`config.mk`:
```
export PLATFORM = sky130hd
export DESIGN_NAME = operand_fetch
export DESIGN_NICKNAME = d
export VERILOG_FILES = /design/src/rtl/operand_fetch_pkg.sv /design/src/rtl/opf_scoreboard.sv /design/src/rtl/operand_fetch.sv
export SDC_FILE = /design/constraint.sdc
export NUM_CORES = 1
export LEC_CHECK = 0
export BUFFER_PORTS_ARGS = -buffer_cell sky130_fd_sc_hd__buf_2
export CAP_MARGIN = 0
export CORE_AREA = 2 2 70 72
export CTS_BUF_LIST = sky130_fd_sc_hd__clkbuf_8
export DETAILED_ROUTE_END_ITERATION = 7
export DIE_AREA = 0 0 72 74
export GPL_TIMING_DRIVEN = 1
export PLACE_DENSITY = 0.8
export SLEW_MARGIN = 20
export SYNTH_ARGS = -nofsm -noshare
export SYNTH_HDL_FRONTEND = slang
export SYNTH_SLANG_ARGS = --single-unit
```
`constraint.sdc`:
```
create_clock -name clk -period 5 [get_ports clk]
set_input_delay 0.75 -clock clk [delete_from_list [all_inputs] [get_ports clk]]
set_output_delay 0.75 -clock clk [all_outputs]
set_load 0.01 [all_outputs]
```
`src/rtl/operand_fetch_pkg.sv`:
```
// operand_fetch_pkg: shared widths and the request bundle used by the decoder, the register bank and operand fetch.
package operand_fetch_pkg;
    localparam int OPF_DATA_W = 8;
    localparam int OPF_ADDR_W = 3;
    localparam int OPF_TAG_W  = 4;

    typedef struct packed {
        logic [OPF_ADDR_W-1:0] rs1;
        logic [OPF_ADDR_W-1:0] rs2;
        logic [OPF_ADDR_W-1:0] rd;
        logic                  rs1_en;
        logic                  rs2_en;
        logic                  rd_en;
        logic [OPF_TAG_W-1:0]  tag;
    } opf_req_t;
endpackage

```
`src/rtl/opf_scoreboard.sv`:
```
// opf_scoreboard: per-register pending bits with blocked/busy lookups for two sources and a destination.
// OPFETCH_BYPASS_EN: a same-cycle writeback unblocks a pending source.
module opf_scoreboard
    import operand_fetch_pkg::*;
#(
    parameter int ADDR_W = OPF_ADDR_W
) (
    input  logic              clk,
    input  logic              rst_n,
    input  logic              accept,
    input  logic [ADDR_W-1:0] rs1,
    input  logic [ADDR_W-1:0] rs2,
    input  logic [ADDR_W-1:0] rd,
    input  logic              rd_en,
    input  logic              wb_we,
    input  logic [ADDR_W-1:0] wb_addr,
    output logic              blocked1,
    output logic              blocked2,
    output logic              rd_busy
);
    localparam int N = 2**ADDR_W;
`ifdef OPFETCH_BYPASS_EN
    localparam logic BYP = 1'b1;
`else
    localparam logic BYP = 1'b0;
`endif

    logic [N-1:0] pending_q, pending_d;

    always_comb begin
        pending_d = pending_q;
        if (wb_we) pending_d[wb_addr] = 1'b0;
        // a new destination claim outranks the retiring writeback to the same register
        if (accept && rd_en) pending_d[rd] = 1'b1;
        blocked1 = pending_q[rs1] & ~(BYP & wb_we & (wb_addr == rs1));
        blocked2 = pending_q[rs2] & ~(BYP & wb_we & (wb_addr == rs2));
        rd_busy  = pending_q[rd] & ~(wb_we & (wb_addr == rd));
    end

    always_ff @(posedge clk) begin
        if (!rst_n) pending_q <= '0;
        else        pending_q <= pending_d;
    end
endmodule

```
`src/rtl/operand_fetch.sv`:
```
// operand_fetch: hazard-checked operand read from the register bank into a valid/ready output stage.
// OPFETCH_BYPASS_EN: forward same-cycle writeback data into the operands.
module operand_fetch
    import operand_fetch_pkg::*;
#(
    parameter int DATA_W = OPF_DATA_W,
    parameter int ADDR_W = OPF_ADDR_W,
    parameter int TAG_W  = OPF_TAG_W
) (
    input  logic              clk,
    input  logic              rst_n,
    input  logic              req_valid,
    output logic              req_ready,
    input  logic [ADDR_W-1:0] req_rs1,
    input  logic [ADDR_W-1:0] req_rs2,
    input  logic              req_rs1_en,
    input  logic              req_rs2_en,
    input  logic [ADDR_W-1:0] req_rd,
    input  logic              req_rd_en,
    input  logic [TAG_W-1:0]  req_tag,
    output logic [ADDR_W-1:0] rf_addr_rd1,
    output logic [ADDR_W-1:0] rf_addr_rd2,
    input  logic [DATA_W-1:0] rf_dout1,
    input  logic [DATA_W-1:0] rf_dout2,
    input  logic              wb_we,
    input  logic [ADDR_W-1:0] wb_addr,
    input  logic [DATA_W-1:0] wb_din,
    output logic              op_valid,
    input  logic              op_ready,
    output logic [DATA_W-1:0] op_a,
    output logic [DATA_W-1:0] op_b,
    output logic [ADDR_W-1:0] op_rd,
    output logic              op_rd_en,
    output logic [TAG_W-1:0]  op_tag,
    output logic [7:0]        stall_cnt
);
    logic              blocked1, blocked2, rd_busy, accept, hit1, hit2;
    logic              op_valid_q, op_valid_d, op_rd_en_q, op_rd_en_d;
    logic [DATA_W-1:0] op_a_q, op_a_d, op_b_q, op_b_d, sel_a, sel_b;
    logic [ADDR_W-1:0] op_rd_q, op_rd_d;
    logic [TAG_W-1:0]  op_tag_q, op_tag_d;
    logic [7:0]        stall_q, stall_d;

    opf_scoreboard #(.ADDR_W(ADDR_W)) u_sb (
        .clk      (clk),
        .rst_n    (rst_n),
        .accept   (accept),
        .rs1      (req_rs1),
        .rs2      (req_rs2),
        .rd       (req_rd),
        .rd_en    (req_rd_en),
        .wb_we    (wb_we),
        .wb_addr  (wb_addr),
        .blocked1 (blocked1),
        .blocked2 (blocked2),
        .rd_busy  (rd_busy)
    );

`ifdef OPFETCH_BYPASS_EN
    assign hit1 = wb_we & (wb_addr == req_rs1);
    assign hit2 = wb_we & (wb_addr == req_rs2);
`else
    logic unused_wb_din;
    assign unused_wb_din = ^wb_din;
    assign hit1 = 1'b0;
    assign hit2 = 1'b0;
`endif

    assign rf_addr_rd1 = req_rs1;
    assign rf_addr_rd2 = req_rs2;

    always_comb begin
        req_ready  = ~((req_rs1_en & blocked1) | (req_rs2_en & blocked2) | (req_rd_en & rd_busy))
                     & (~op_valid_q | op_ready);
        accept     = req_valid & req_ready;
        sel_a      = !req_rs1_en ? '0 : hit1 ? wb_din : rf_dout1;
        sel_b      = !req_rs2_en ? '0 : hit2 ? wb_din : rf_dout2;
        op_valid_d = accept ? 1'b1 : op_ready ? 1'b0 : op_valid_q;
        op_a_d     = accept ? sel_a : op_a_q;
        op_b_d     = accept ? sel_b : op_b_q;
        op_rd_d    = accept ? req_rd : op_rd_q;
        op_rd_en_d = accept ? req_rd_en : op_rd_en_q;
        op_tag_d   = accept ? req_tag : op_tag_q;
        stall_d    = (req_valid && !req_ready && stall_q != 8'hFF) ? stall_q + 8'd1 : stall_q;
    end

    always_ff @(posedge clk) begin
        if (!rst_n) begin
            op_valid_q <= 1'b0;
            op_a_q     <= '0;
            op_b_q     <= '0;
            op_rd_q    <= '0;
            op_rd_en_q <= 1'b0;
            op_tag_q   <= '0;
            stall_q    <= '0;
        end else begin
            op_valid_q <= op_valid_d;
            op_a_q     <= op_a_d;
            op_b_q     <= op_b_d;
            op_rd_q    <= op_rd_d;
            op_rd_en_q <= op_rd_en_d;
            op_tag_q   <= op_tag_d;
            stall_q    <= stall_d;
        end
    end

    assign op_valid  = op_valid_q;
    assign op_a      = op_a_q;
    assign op_b      = op_b_q;
    assign op_rd     = op_rd_q;
    assign op_rd_en  = op_rd_en_q;
    assign op_tag    = op_tag_q;
    assign stall_cnt = stall_q;
endmodule

```
==> Word level (Yosys, flattened, before mapping) <==
Cells that the tools add are included.
{ "classes": {"order_cmp": 6, "n_bitwise": 16, "n_mux": 16, "shift": 0, "div": 0, "n_eq_ne": 2, "n_reduce_logical": 7, "add_sub_neg": 1, "n_mul": 0} }
{ "ops": {"columns": ["op", "count"], "rows": [
  ["two-way mux 8 bit", 4],
  ["< comparator 3 x 4 -> 1 bit, second input constant", 4],
  ["binary-select mux 1 bit (select 3 bit)", 3],
  ["adder 8 x 1 -> 8 bit, second input constant", 1],
  ["AND 8 bit", 1],
  ["inequality test 8 bit, second input constant", 1],
  ["NOT 8 bit", 1],
  ["bitwise OR 8 bit", 1],
  ["AND 1 bit", 7],
  ["two-way mux 1 bit", 7],
  ["demux 1 bit (select 3 bit)", 2],
  ["greater-or-equal comparator 3 x 1 -> 1 bit, second input constant", 2],
  ["logical AND 1 bit", 5],
  ["equality test 3 bit", 1],
  ["NOT 1 bit", 3],
  ["bitwise OR 1 bit", 3],
  ["nonzero test 2 bit", 1],
  ["zero test 1 bit", 1]
]} }
{ "word_totals": {"ff_bits": 41, "latchBits": 0, "elab_cells": 56, "mem_bits_rw": 0, "mem_bits_ro": 0, "mem_count": 0} }

==> Logic depth before layout (Yosys ltp) <==
Gate-level depths: netlist of run 1.
{ "depth": {"ltp_word": 11, "ltp_mapped": 9, "ltp_nobuf": 6} }

==> Cells and area by module <==
From an unflattened synthesis of run 1, not the netlist that was laid out.
{ "hier_totals": {"cells_unflattened": 234, "hier_area_um2": 2006.9} }
{ "by_module_without_submodules": {"columns": ["mod", "instances", "cells_each", "area_each_um2", "seq_area_each_um2"], "rows": [
  ["operand_fetch", 1, 170, 1402.6, 660.6],
  ["opf_scoreboard", 1, 64, 604.3, 160.2]
]} }

==> Worst setup path before layout of run 1 <==
Ideal clock, no wire load.
{ "synth_path": {"kind": "input to output", "from": "in req_rs1[1]", "to": "out req_ready", "n_path_buf": 0, "t_arrival_ns": 1.932, "slack_ns": 2.318, "required_time_ns": 4.250, "path_stages": 4, "cell_sequence": "mux4_1 a22o_1 a31oi_4 and2_1"} }
{ "synth_between": {"elab_chain_len": 7} }
{ "synth_rtl": {"columns": ["element", "line", "source"], "rows": [
  ["from (decl)", "operand_fetch.sv:14", "input logic [ADDR_W-1:0] req_rs1,"],
  ["binary-select mux 1 bit (select 3 bit)", "opf_scoreboard.sv:35", "blocked1 = pending_q[rs1] & ~(BYP & wb_we & (wb_addr == rs1));"],
  ["two-way mux 1 bit (not written as such)", "opf_scoreboard.sv:35", null],
  ["AND 1 bit", "operand_fetch.sv:73", "req_ready = ~((req_rs1_en & blocked1) | (req_rs2_en & blocked2) | (req_rd_en & rd_busy))"],
  ["bitwise OR 1 bit (2 in a row)", "operand_fetch.sv:73", null],
  ["NOT 1 bit", "operand_fetch.sv:73", null],
  ["AND 1 bit", "operand_fetch.sv:74", "& (~op_valid_q | op_ready);"],
  ["to (decl)", "operand_fetch.sv:13", "output logic req_ready,"]
]} }
Every way passes these cells. The select of a mux whose other input is x is not followed.

==> Worst setup path after layout of run 1 <==
{ "layout_path": {"from": "in req_rs1[1]", "to": "reg op_b_q[1] (netlist: op_b[1])"} }
{ "layout_between": {"elab_chain_len": 8} }
{ "layout_rtl": {"columns": ["element", "line", "source"], "rows": [
  ["binary-select mux 1 bit (select 3 bit)", "opf_scoreboard.sv:35", null],
  ["two-way mux 1 bit (not written as such)", "opf_scoreboard.sv:35", null],
  ["AND 1 bit", "operand_fetch.sv:73", null],
  ["bitwise OR 1 bit (2 in a row)", "operand_fetch.sv:73", null],
  ["NOT 1 bit", "operand_fetch.sv:73", null],
  ["AND 1 bit", "operand_fetch.sv:74", null],
  ["AND 1 bit", "operand_fetch.sv:75", "accept = req_valid & req_ready;"],
  ["to (signal assigned)", "operand_fetch.sv:99", "op_b_q <= op_b_d;"],
  ["to (decl)", "operand_fetch.sv:39", "logic [DATA_W-1:0] op_a_q, op_a_d, op_b_q, op_b_d, sel_a, sel_b;"]
]} }
Every way passes these cells. The select of a mux whose other input is x is not followed.
A chain may end at the register's enable or synchronous reset.

==> impl_metrics.tcl, run 1 <==
set metrics [dict create \
    rows 25 \
    num-nets-final 355 \
    worstSetupStartpointType "primary input" \
    synthTopCellsByArea "dfxtp_1 37%, nand3_1 9.8%, o21ai_2 8.4%" \
    grt_pass1_wl_mm 7.84 \
    clk_pin_slew_ps 80 \
    p_leak_nw 1.15 \
    min-delay-start "op_a[0]" \
    rsz0062_at_grt "no" \
    cts-root-buf "clkbuf_8" \
    ys_seq_area_frac 0.374 \
    fin_util 0.572 \
    synth_simple_gate_area_frac 0.248 \
    fmax_mhz 330 \
    post_drt_wl_per_cell_um 13.6 \
    period_share 0.606 \
    status "finished clean" \
    drive_above_1_share 0.401 \
    die_area_sq_um 5330 \
    syn_area_sq_um 2200 \
    core_sq_um 4600 \
    hp-class "reg2reg" \
    whs_ps 458 \
    vias 1958 \
    yosys_warnings 0 \
    slew_headroom 0.550 \
    cts_buffers 5 \
    async_flop_share 0 \
    cp_data_required_time_ps 5170 \
    critical_path_class "in2reg" \
    drt_iter0_markers 109 \
    fill_cells 421 \
    arrival_ps 3200 \
    cts_hold_buf 0 \
    gp_congestion 0.844 \
    hold_violations 0 \
    finClkSkew_ps 5.24 \
    pin_count 88 \
    synth_edf_count 0 \
    routed_via_density 5.42 \
    dp_hpwl_mm 3.60 \
    start_util 0.478 \
    slew_viol_final 0 \
    final_antenna_net_count 0 \
    path_max_fanout 34 \
    synth_top_area_cell "dfxtp_1" \
    reg2regPathDepth 7 \
    synth_fa_ha_area_frac 0.00570 \
    r2r_slack_ps 2230 \
    final_cell_mix "79 x buf_2, 43 x nand3_1, 41 x dfxtp_1, 22 x nand2_1, 21 x o21ai_2" \
    syn_nets 292 \
    final_common_cell "buf_2" \
    first_global_vias 1704 \
    critPathCaptureType "flip-flop" \
    ys.flop_type "dfxtp_1" \
    grt_overflow 0 \
    synth_area_per_cell_sq_um 9.04 \
    synthCells 243 \
    max-cap-violations 0 \
    cts_num_sinks 41 \
    synth.ff_latch_count 41 \
    dieHeight_um 74 \
    min_period_ps 3030 \
    htreeDepth 2 \
    wl_mm 4.93 \
    powerDensity_nw_per_um2 284 \
    dieWidth_um 72 \
    cts_tree "done" \
    setup_viol 0 \
    grt_start_max_net_pins 47 \
    post_cts_buffers 0 \
    tightest_slew_ps 675 \
    synth_top_family_by_area "simple AND/OR/NAND/NOR gates" \
    portBuffers 79 \
    cts_resized 0 \
    drc 0 \
    regToRegStartpoint "u_sb.pending_q[2]" \
    synthMuxAreaShare 0.0764 \
    design_power_total_w 0.000748 \
    synth_top_area_share 0.374 \
    antenna_found_initial 0 \
    drt_first_pass_iters 4 \
    setup_tns_ps 0 \
    diodes 0 \
    vdd_ir_drop_max_mv 0.147 \
    r2r_end "op_b[1]" \
    synth_xor_area_frac 0.0199 \
    worst_hold_path.num_cells 2 \
    cts_max_path_buffers 2 \
    area_growth_pct 19.8 \
    grt_usage 0.186 \
    worstHoldEndpoint "op_a[0]" \
    clkLatencyLatePin_ps 290 \
    ys_types 40 \
    synth-compound-area-share 0.199 \
]
registers in the layout (all words and copies together) (netlist names):
register / count
op_valid: 1
op_tag: 4
stall_cnt: 8
op_rd: 3
op_rd_en: 1
op_b: 8
op_a: 8
u_sb.pending_q: 8
cell type report:
type	count	area, sq um	share of cell area
clock buffer	6	82.6	0.0314
clock inverter	2	33.8	0.0128
inverter	3	11.3	0.00428
multi-input combinational	174	1200	0.458
sequential	41	821	0.312
tap	54	67.6	0.0257
timing repair buffer	81	410	0.156
worst max-delay path: stages:
cell and delay (ps):
buf_2 110, mux4_1 550, a22o_1 260, a31oi_4 240, nand3_2 580, buf_4 490, nand3_1 120, o21ai_0 80
worst max-delay path by stage:
stage | start | endpoint | slack, ps | depth (start not counted)
global route | req_rs1[1] | op_b[4] | 1760 | 8
CTS | req_rs1[1] | op_b[1] | 1950 | 8
floorplan | req_rs1[1] | req_ready | 2320 | 4
detailed placement | req_rs1[1] | op_b[1] | 1640 | 8
finish | req_rs1[1] | op_b[1] | 1970 | 8
global placement | req_rs1[1] | op_b[1] | 1700 | 8
cells in the mapped netlist, types with 4 or more instances:
library cell,count
nand3_1,43
dfxtp_1,41
nand2_1,22
o21ai_2,21
nand4_1,9
nor2_1,8
clkbuf_1,7
mux2i_1,7
nor2b_1,7
buf_4,6
o21ai_1,6
o311ai_0,6
buf_6,5
nand2b_1,5
o21ai_0,5
xnor2_1,5
nand3_2,4
metal layers:
layer,vias to the layer above,GRT usage,share of wire
li1,1008,-,-
met1,891,0.235,0.44
met2,49,0.298,0.48
met3,10,0.0596,0.054
met4,0,0.0755,0.024
met5,-,0,0
through the flow:
stage | worst slack [ps] | area (sq um) | std cells
after floorplan | 2320 | 2200 | 243
after global placement | 1700 | 2510 | 353
after detailed placement | 1640 | 2510 | 353
after CTS | 1950 | 2630 | 361
after global routing | 1760 | 2630 | 361
final | 1970 | 2630 | 361
cells by family after synthesis:
logic type               count (synthesis)
AND/OR/NAND/NOR                        104
XOR/XNOR                                 5
buffers and inverters                   28
flip-flops                              41
AO/OA/AOI/OAI                           52
multiplexers                            12
adder cells (fa/ha/maj)                  1
power breakdown:
group	total, W	leakage, nW	switching [W]	internal (W)
clock network	0.000279	0.0626	0.000118	0.000161
logic	0.000121	0.753	0.0000747	0.0000460
registers	0.000348	0.333	0.00000837	0.000340
Power figures use the tool's default switching activity.
==> run 2: changes to the inputs <==
--- a/config.mk
+++ b/config.mk
@@ -7,12 +7,12 @@
 export LEC_CHECK = 0
 export BUFFER_PORTS_ARGS = -buffer_cell sky130_fd_sc_hd__buf_2
 export CAP_MARGIN = 0
-export CORE_AREA = 2 2 70 72
+export CORE_AREA = 2 2 73 75
 export CTS_BUF_LIST = sky130_fd_sc_hd__clkbuf_8
 export DETAILED_ROUTE_END_ITERATION = 7
-export DIE_AREA = 0 0 72 74
+export DIE_AREA = 0 0 75 77
 export GPL_TIMING_DRIVEN = 1
-export PLACE_DENSITY = 0.8
+export PLACE_DENSITY = 0.77
 export SLEW_MARGIN = 20
 export SYNTH_ARGS = -nofsm -noshare
 export SYNTH_HDL_FRONTEND = slang
==> constraint.sdc (replaced) <==
create_clock -name clk -period 2.7 [get_ports clk]
set_input_delay 0.405 -clock clk [delete_from_list [all_inputs] [get_ports clk]]
set_output_delay 0.405 -clock clk [all_outputs]
set_load 0.01 [all_outputs]
==> run 2 against run 1 <==
Against the previous run: routed wire length rose by 3.4%; sequential share of layout area fell by 0.28 points; register-to-register slack got worse by 1700 ps; largest cell class unchanged; cell area rose by 0.90%; non-clock buffer count did not move; final cell count rose by 4.4%; clock power rose by 84%; highest routed layer unchanged; critical endpoint is now req_ready; die area rose by 8.4%; setup slack got worse by 1600 ps; core utilization fell by 3.9 points; combinational power rose by 87%; first-iteration DRC count fell by 39%.
==> impl_metrics.tcl, run 2 (synthesized netlist as in run 1, its figures left out) <==
set metrics [dict create \
    arrival_ps 1940 \
    grt_usage 0.182 \
    status "finished clean" \
    clk_pin_slew_ps 80 \
    min_period_ps 2350 \
    routed_via_density 5.33 \
    final_cell_mix "79 x buf_2, 43 x nand3_1, 41 x dfxtp_1, 22 x nand2_1, 21 x o21ai_2" \
    wl_mm 5.09 \
    min-delay-start "req_tag[2]" \
    period_share 0.869 \
    final_common_cell "buf_2" \
    hold_violations 0 \
    setup_viol 0 \
    tightest_slew_ps 688 \
    cp_data_required_time_ps 2300 \
    grt_pass1_wl_mm 8.36 \
    core_sq_um 4980 \
    portBuffers 79 \
    fill_cells 481 \
    cts_resized 0 \
    rows 26 \
    fmax_mhz 426 \
    cpPeakStageDelay_ps 510 \
    dp_hpwl_mm 3.66 \
    p_leak_nw 1.14 \
    setup.worst_path.start "u_sb.pending_q[2]" \
    cp_slowest_cell "mux4_1" \
    htreeDepth 2 \
    grt_start_max_net_pins 57 \
    multiInputGateArea_sq_um 1200 \
    post_cts_buffers 0 \
    rsz0062_at_grt "no" \
    pin_count 88 \
    reg2regPathDepth 7 \
    diodes 0 \
    cts_buffers 5 \
    drc 0 \
    first_global_vias 1852 \
    drt_iter0_markers 67 \
    cts-root-buf "clkbuf_8" \
    r2r_end "op_b[1]" \
    cts_num_sinks 41 \
    cp-endpoint "req_ready" \
    hp-class "in2reg" \
    die_area_sq_um 5780 \
    r2r_slack_ps 500 \
    finClkSkew_ps 9.72 \
    post_drt_wl_per_cell_um 13.5 \
    worst_slack_ps 354 \
    instances_no_fill 377 \
    max-cap-violations 0 \
    grt_overflow 0 \
    vdd_ir_drop_max_mv 0.296 \
    powerDensity_nw_per_um2 521 \
    cts_max_path_buffers 2 \
    setup_tns_ps 0 \
    cts_hold_buf 0 \
    area_growth_pct 20.9 \
    regToRegStartpoint "u_sb.pending_q[2]" \
    slew_viol_final 0 \
    drive_above_1_share 0.404 \
    start_util 0.441 \
    critPathCaptureType "primary output" \
    cts_tree "done" \
    path_max_fanout 5 \
    worstSetupStartpointType "flip-flop" \
    dieHeight_um 77 \
    drt_first_pass_iters 4 \
    antenna_found_initial 0 \
    worstPathCellList "mux4_1 -> a22o_1 -> a31oi_4 -> and2_1 -> buf_2" \
    gp_congestion 0.820 \
    dp.cells 369 \
    dieWidth_um 75 \
    vias 2008 \
    pre_cts_ws_ps 279 \
    final_antenna_net_count 0 \
    num-nets-final 355 \
    slew_headroom 0.542 \
    seq_area_sq_um 821 \
    clkLatencyLatePin_ps 290 \
    critical_path_class "reg2out" \
]
[run 2: final cells by class]
cell class | count | share of cell area
Multi-Input combinational cell | 174 | 0.454
Clock inverter | 2 | 0.0141
Timing Repair Buffer | 81 | 0.155
Clock buffer | 6 | 0.0311
Sequential cell | 41 | 0.309
Inverter | 3 | 0.00424
Tap cell | 70 | 0.0330
[run 2: worst min-delay path by stage]
| stage | endpoint | slack, ps | depth (start not counted) |
|---|---|---|---|
| finish | op_tag[2] | 360 | 3 |
| global route | op_tag[0] | 350 | 3 |
| CTS | op_tag[2] | 340 | 3 |
| detailed placement | op_rd[0] | 450 | 2 |
| global placement | op_a[7] | 440 | 2 |
| floorplan | u_sb.pending_q[7] | 480 | 2 |
[run 2: stage by stage]
step / power, W / cell area, sq um / utilization / hold slack [ps]
3_5_place_dp: 0.000887 / 2530 / 0.509 / 446
2_1_floorplan: 0.000820 / 2200 / - / 479
4_1_cts: 0.00140 / 2660 / 0.533 / 344
3_3_place_gp: 0.000882 / 2530 / 0.509 / 441
5_1_grt: 0.00145 / 2660 / 0.533 / 351
6_report: 0.00138 / 2660 / 0.533 / 356
[run 2: critical path: cells and delay by family (launching register included)]
kind / cells / cell delay [ps]
multiplexers: 1 / 510
AO/OA/AOI/OAI: 2 / 490
flip-flops: 1 / 350
AND/OR/NAND/NOR: 1 / 180
buffers and inverters: 1 / 130
[run 2: per-layer routing]
layer,GRT usage,share of wire,vias to the layer above,routed length [um]
li1,-,-,1011,-
met1,0.223,0.43,934,2180
met2,0.311,0.51,58,2610
met3,0.0342,0.051,5,258
met4,0.0589,0.0079,0,40
met5,0,0,-,0
[run 2: where the power goes]
| group | switching [W] | internal, W |
|---|---|---|
| Combinational | 0.000141 | 0.0000854 |
| Clock | 0.000212 | 0.000301 |
| Sequential | 0.0000157 | 0.000630 |
==> run 3: changes to the inputs <==
--- a/config.mk
+++ b/config.mk
@@ -5,12 +5,13 @@
 export SDC_FILE = /design/constraint.sdc
 export NUM_CORES = 1
 export LEC_CHECK = 0
+export ABC_AREA = 1
 export BUFFER_PORTS_ARGS = -buffer_cell sky130_fd_sc_hd__buf_2
 export CAP_MARGIN = 0
-export CORE_AREA = 2 2 73 75
+export CORE_AREA = 2 2 74 76
 export CTS_BUF_LIST = sky130_fd_sc_hd__clkbuf_8
 export DETAILED_ROUTE_END_ITERATION = 7
-export DIE_AREA = 0 0 75 77
+export DIE_AREA = 0 0 76 78
 export GPL_TIMING_DRIVEN = 1
 export PLACE_DENSITY = 0.77
 export SLEW_MARGIN = 20
==> run 3 against run 2 <==
Against the previous run: synthesized area increased by 3.6%; total power grew 14%; critical path depth is 5 higher; critical path type is now in2out; largest power group unchanged; highest routed layer unchanged.
==> impl_metrics.tcl, run 3 <==
set metrics [dict create \
    status "finished clean" \
    syn_nets 411 \
    wl_mm 5.57 \
    setup_viol 0 \
    dieHeight_um 78 \
    drc 0 \
    routed_via_density 4.79 \
    num-nets-final 480 \
    synth_top_area_share 0.361 \
    ys.flop_type "dfxtp_1" \
    r2r_slack_ps 810 \
    arrival_ps 1620 \
    area_growth_pct 22.9 \
    drt_iter0_markers 84 \
    cp_slowest_cell "buf_2" \
    critPathTopFamily "simple AND/OR/NAND/NOR gates" \
    slew_viol_final 0 \
    synthTopCellsByArea "dfxtp_1 36%, nand2_1 18%, nor2_1 11%" \
    slew_headroom 0.748 \
    synth_edf_count 0 \
    wl_met3_um 322 \
    post_cts_buffers 0 \
    first_global_vias 2222 \
    synthCells 362 \
    maxUsedRoutingLayer "met4" \
    setup.worst_path.start "req_rd[0]" \
    htreeDepth 2 \
    finClkSkew_ps 9.15 \
    critPathCaptureType "primary output" \
    fin_util 0.555 \
    synth_top_area_cell "dfxtp_1" \
    ys_types 28 \
    grt_usage 0.196 \
    dp.cells 494 \
    wl_met2_mm 2.69 \
    place_area_sq_um 2660 \
    setup_tns_ps 0 \
    max-cap-violations 0 \
    dieWidth_um 76 \
    worstSetupStartpointType "primary input" \
    path_max_fanout 11 \
    p_leak_nw 1.46 \
    vdd_ir_drop_max_mv 0.374 \
    min_period_ps 2030 \
    final_antenna_net_count 0 \
    diodes 0 \
    cts_buffers 5 \
    gp_congestion 0.832 \
    cts_tree "done" \
    hp-class "in2reg" \
    regToRegStartpoint "u_sb.pending_q[3]" \
    cpPeakStageDelay_ps 200 \
    async_flop_share 0 \
    wl_met1_mm 2.50 \
    syn_area_sq_um 2280 \
    die_area_sq_um 5930 \
    dp_hpwl_mm 4.27 \
    drt_first_pass_iters 4 \
    cts_resized 0 \
    vias 2406 \
    fmax_mhz 494 \
    reg2regPathDepth 11 \
    post_drt_wl_per_cell_um 11.1 \
    crit_cells 10 \
    cts-root-buf "clkbuf_8" \
    rows 26 \
    crit_buf_inv 3 \
    grt_start_max_net_pins 31 \
    worstPathCellList "buf_2 -> inv_1 -> nand2_1 -> nand3_1 -> nor2_1 -> nor2_1 -> nand2_2 -> nand3_2 -> nor2_4 -> buf_2" \
    yosys_warnings 0 \
    drive_above_1_share 0.234 \
    synthTopCellsByCount "108 x nand2_1, 65 x nor2_1, 42 x inv_1" \
    grt_pass1_wl_mm 9.60 \
    grt_overflow 0 \
    core_sq_um 5040 \
    rsz0062_at_grt "no" \
    final_common_cell "nand2_1" \
    fill_cells 514 \
    portBuffers 79 \
    powerDensity_nw_per_um2 564 \
    hold_violations 0 \
    cts_max_path_buffers 2 \
    clkLatencyLatePin_ps 290 \
    cp_data_required_time_ps 2300 \
    cts_hold_buf 0 \
    cp-endpoint "req_ready" \
    tightest_slew_ps 378 \
    postLayoutCellArea_sq_um 2800 \
    clk_pin_slew_ps 80 \
    r2r_end "op_a[0]" \
    synth_area_per_cell_sq_um 6.29 \
    pin_count 88 \
    period_share 0.750 \
    instances_no_fill 502 \
    ys_seq_area_frac 0.361 \
    final_cell_mix "108 x nand2_1, 79 x buf_2, 65 x nor2_1, 42 x inv_1, 41 x dfxtp_1" \
    critical_path_class "in2out" \
    synth.ff_latch_count 41 \
    synth_most_common_cell "nand2_1" \
    antenna_found_initial 0 \
    start_util 0.451 \
    cts_num_sinks 41 \
]
[run 3: worst min-delay path, stage by stage]
cell	delay, ps
buf_2	80
o21ai_1	60
nor2_1	70
[run 3: final cells by class]
type,instances,area [sq um],share of cell area
Sequential cell,41,821,0.293
Clock buffer,5,68.8,0.0246
Clock inverter,3,65.1,0.0233
Multi-Input combinational cell,257,1160,0.415
Timing Repair Buffer,82,430,0.154
Inverter,44,165,0.0590
Tap cell,70,87.6,0.0313
[run 3: logic make-up after synthesis]
| family | synth area share |
|---|---|
| and+or+nand+nor | 0.430 |
| AOI/OAI and AO/OA | 0.0660 |
| adders and majority gates | 0.00550 |
| xor gates and xnor gates | 0.00770 |
| buffers and inverters | 0.130 |
| DFF | 0.361 |
[run 3: worst min-delay path by stage]
stage                                  from                end  slack (ps)  cells past startpoint
after detailed placement            op_b[2]            op_b[2]         470                      2
after CTS                        req_tag[0]          op_tag[0]         340                      3
after global placement            op_tag[0]          op_tag[0]         460                      2
after floorplan           u_sb.pending_q[0]  u_sb.pending_q[0]         460                      2
after global routing             req_tag[1]          op_tag[1]         360                      3
final                            req_tag[1]          op_tag[1]         350                      3
[run 3: per-layer routing]
layer | up-vias | GRT usage
li1 | 1262 | -
met1 | 1071 | 0.237
met2 | 68 | 0.355
met3 | 5 | 0.0384
met4 | 0 | 0.0545
met5 | - | 0
[run 3: where the power goes]
group,internal (W),switching (W)
combinational,0.000130,0.000203
clock,0.000367,0.000206
sequential,0.000649,0.0000242
[run 3: per-stage QoR]
stage	setup WS [ps]	hold slack [ps]	total power [W]
after floorplan	1070	465	0.000911
after global placement	434	459	0.00101
after detailed placement	408	467	0.00102
after CTS	674	344	0.00160
after global routing	479	364	0.00168
final	675	353	0.00158
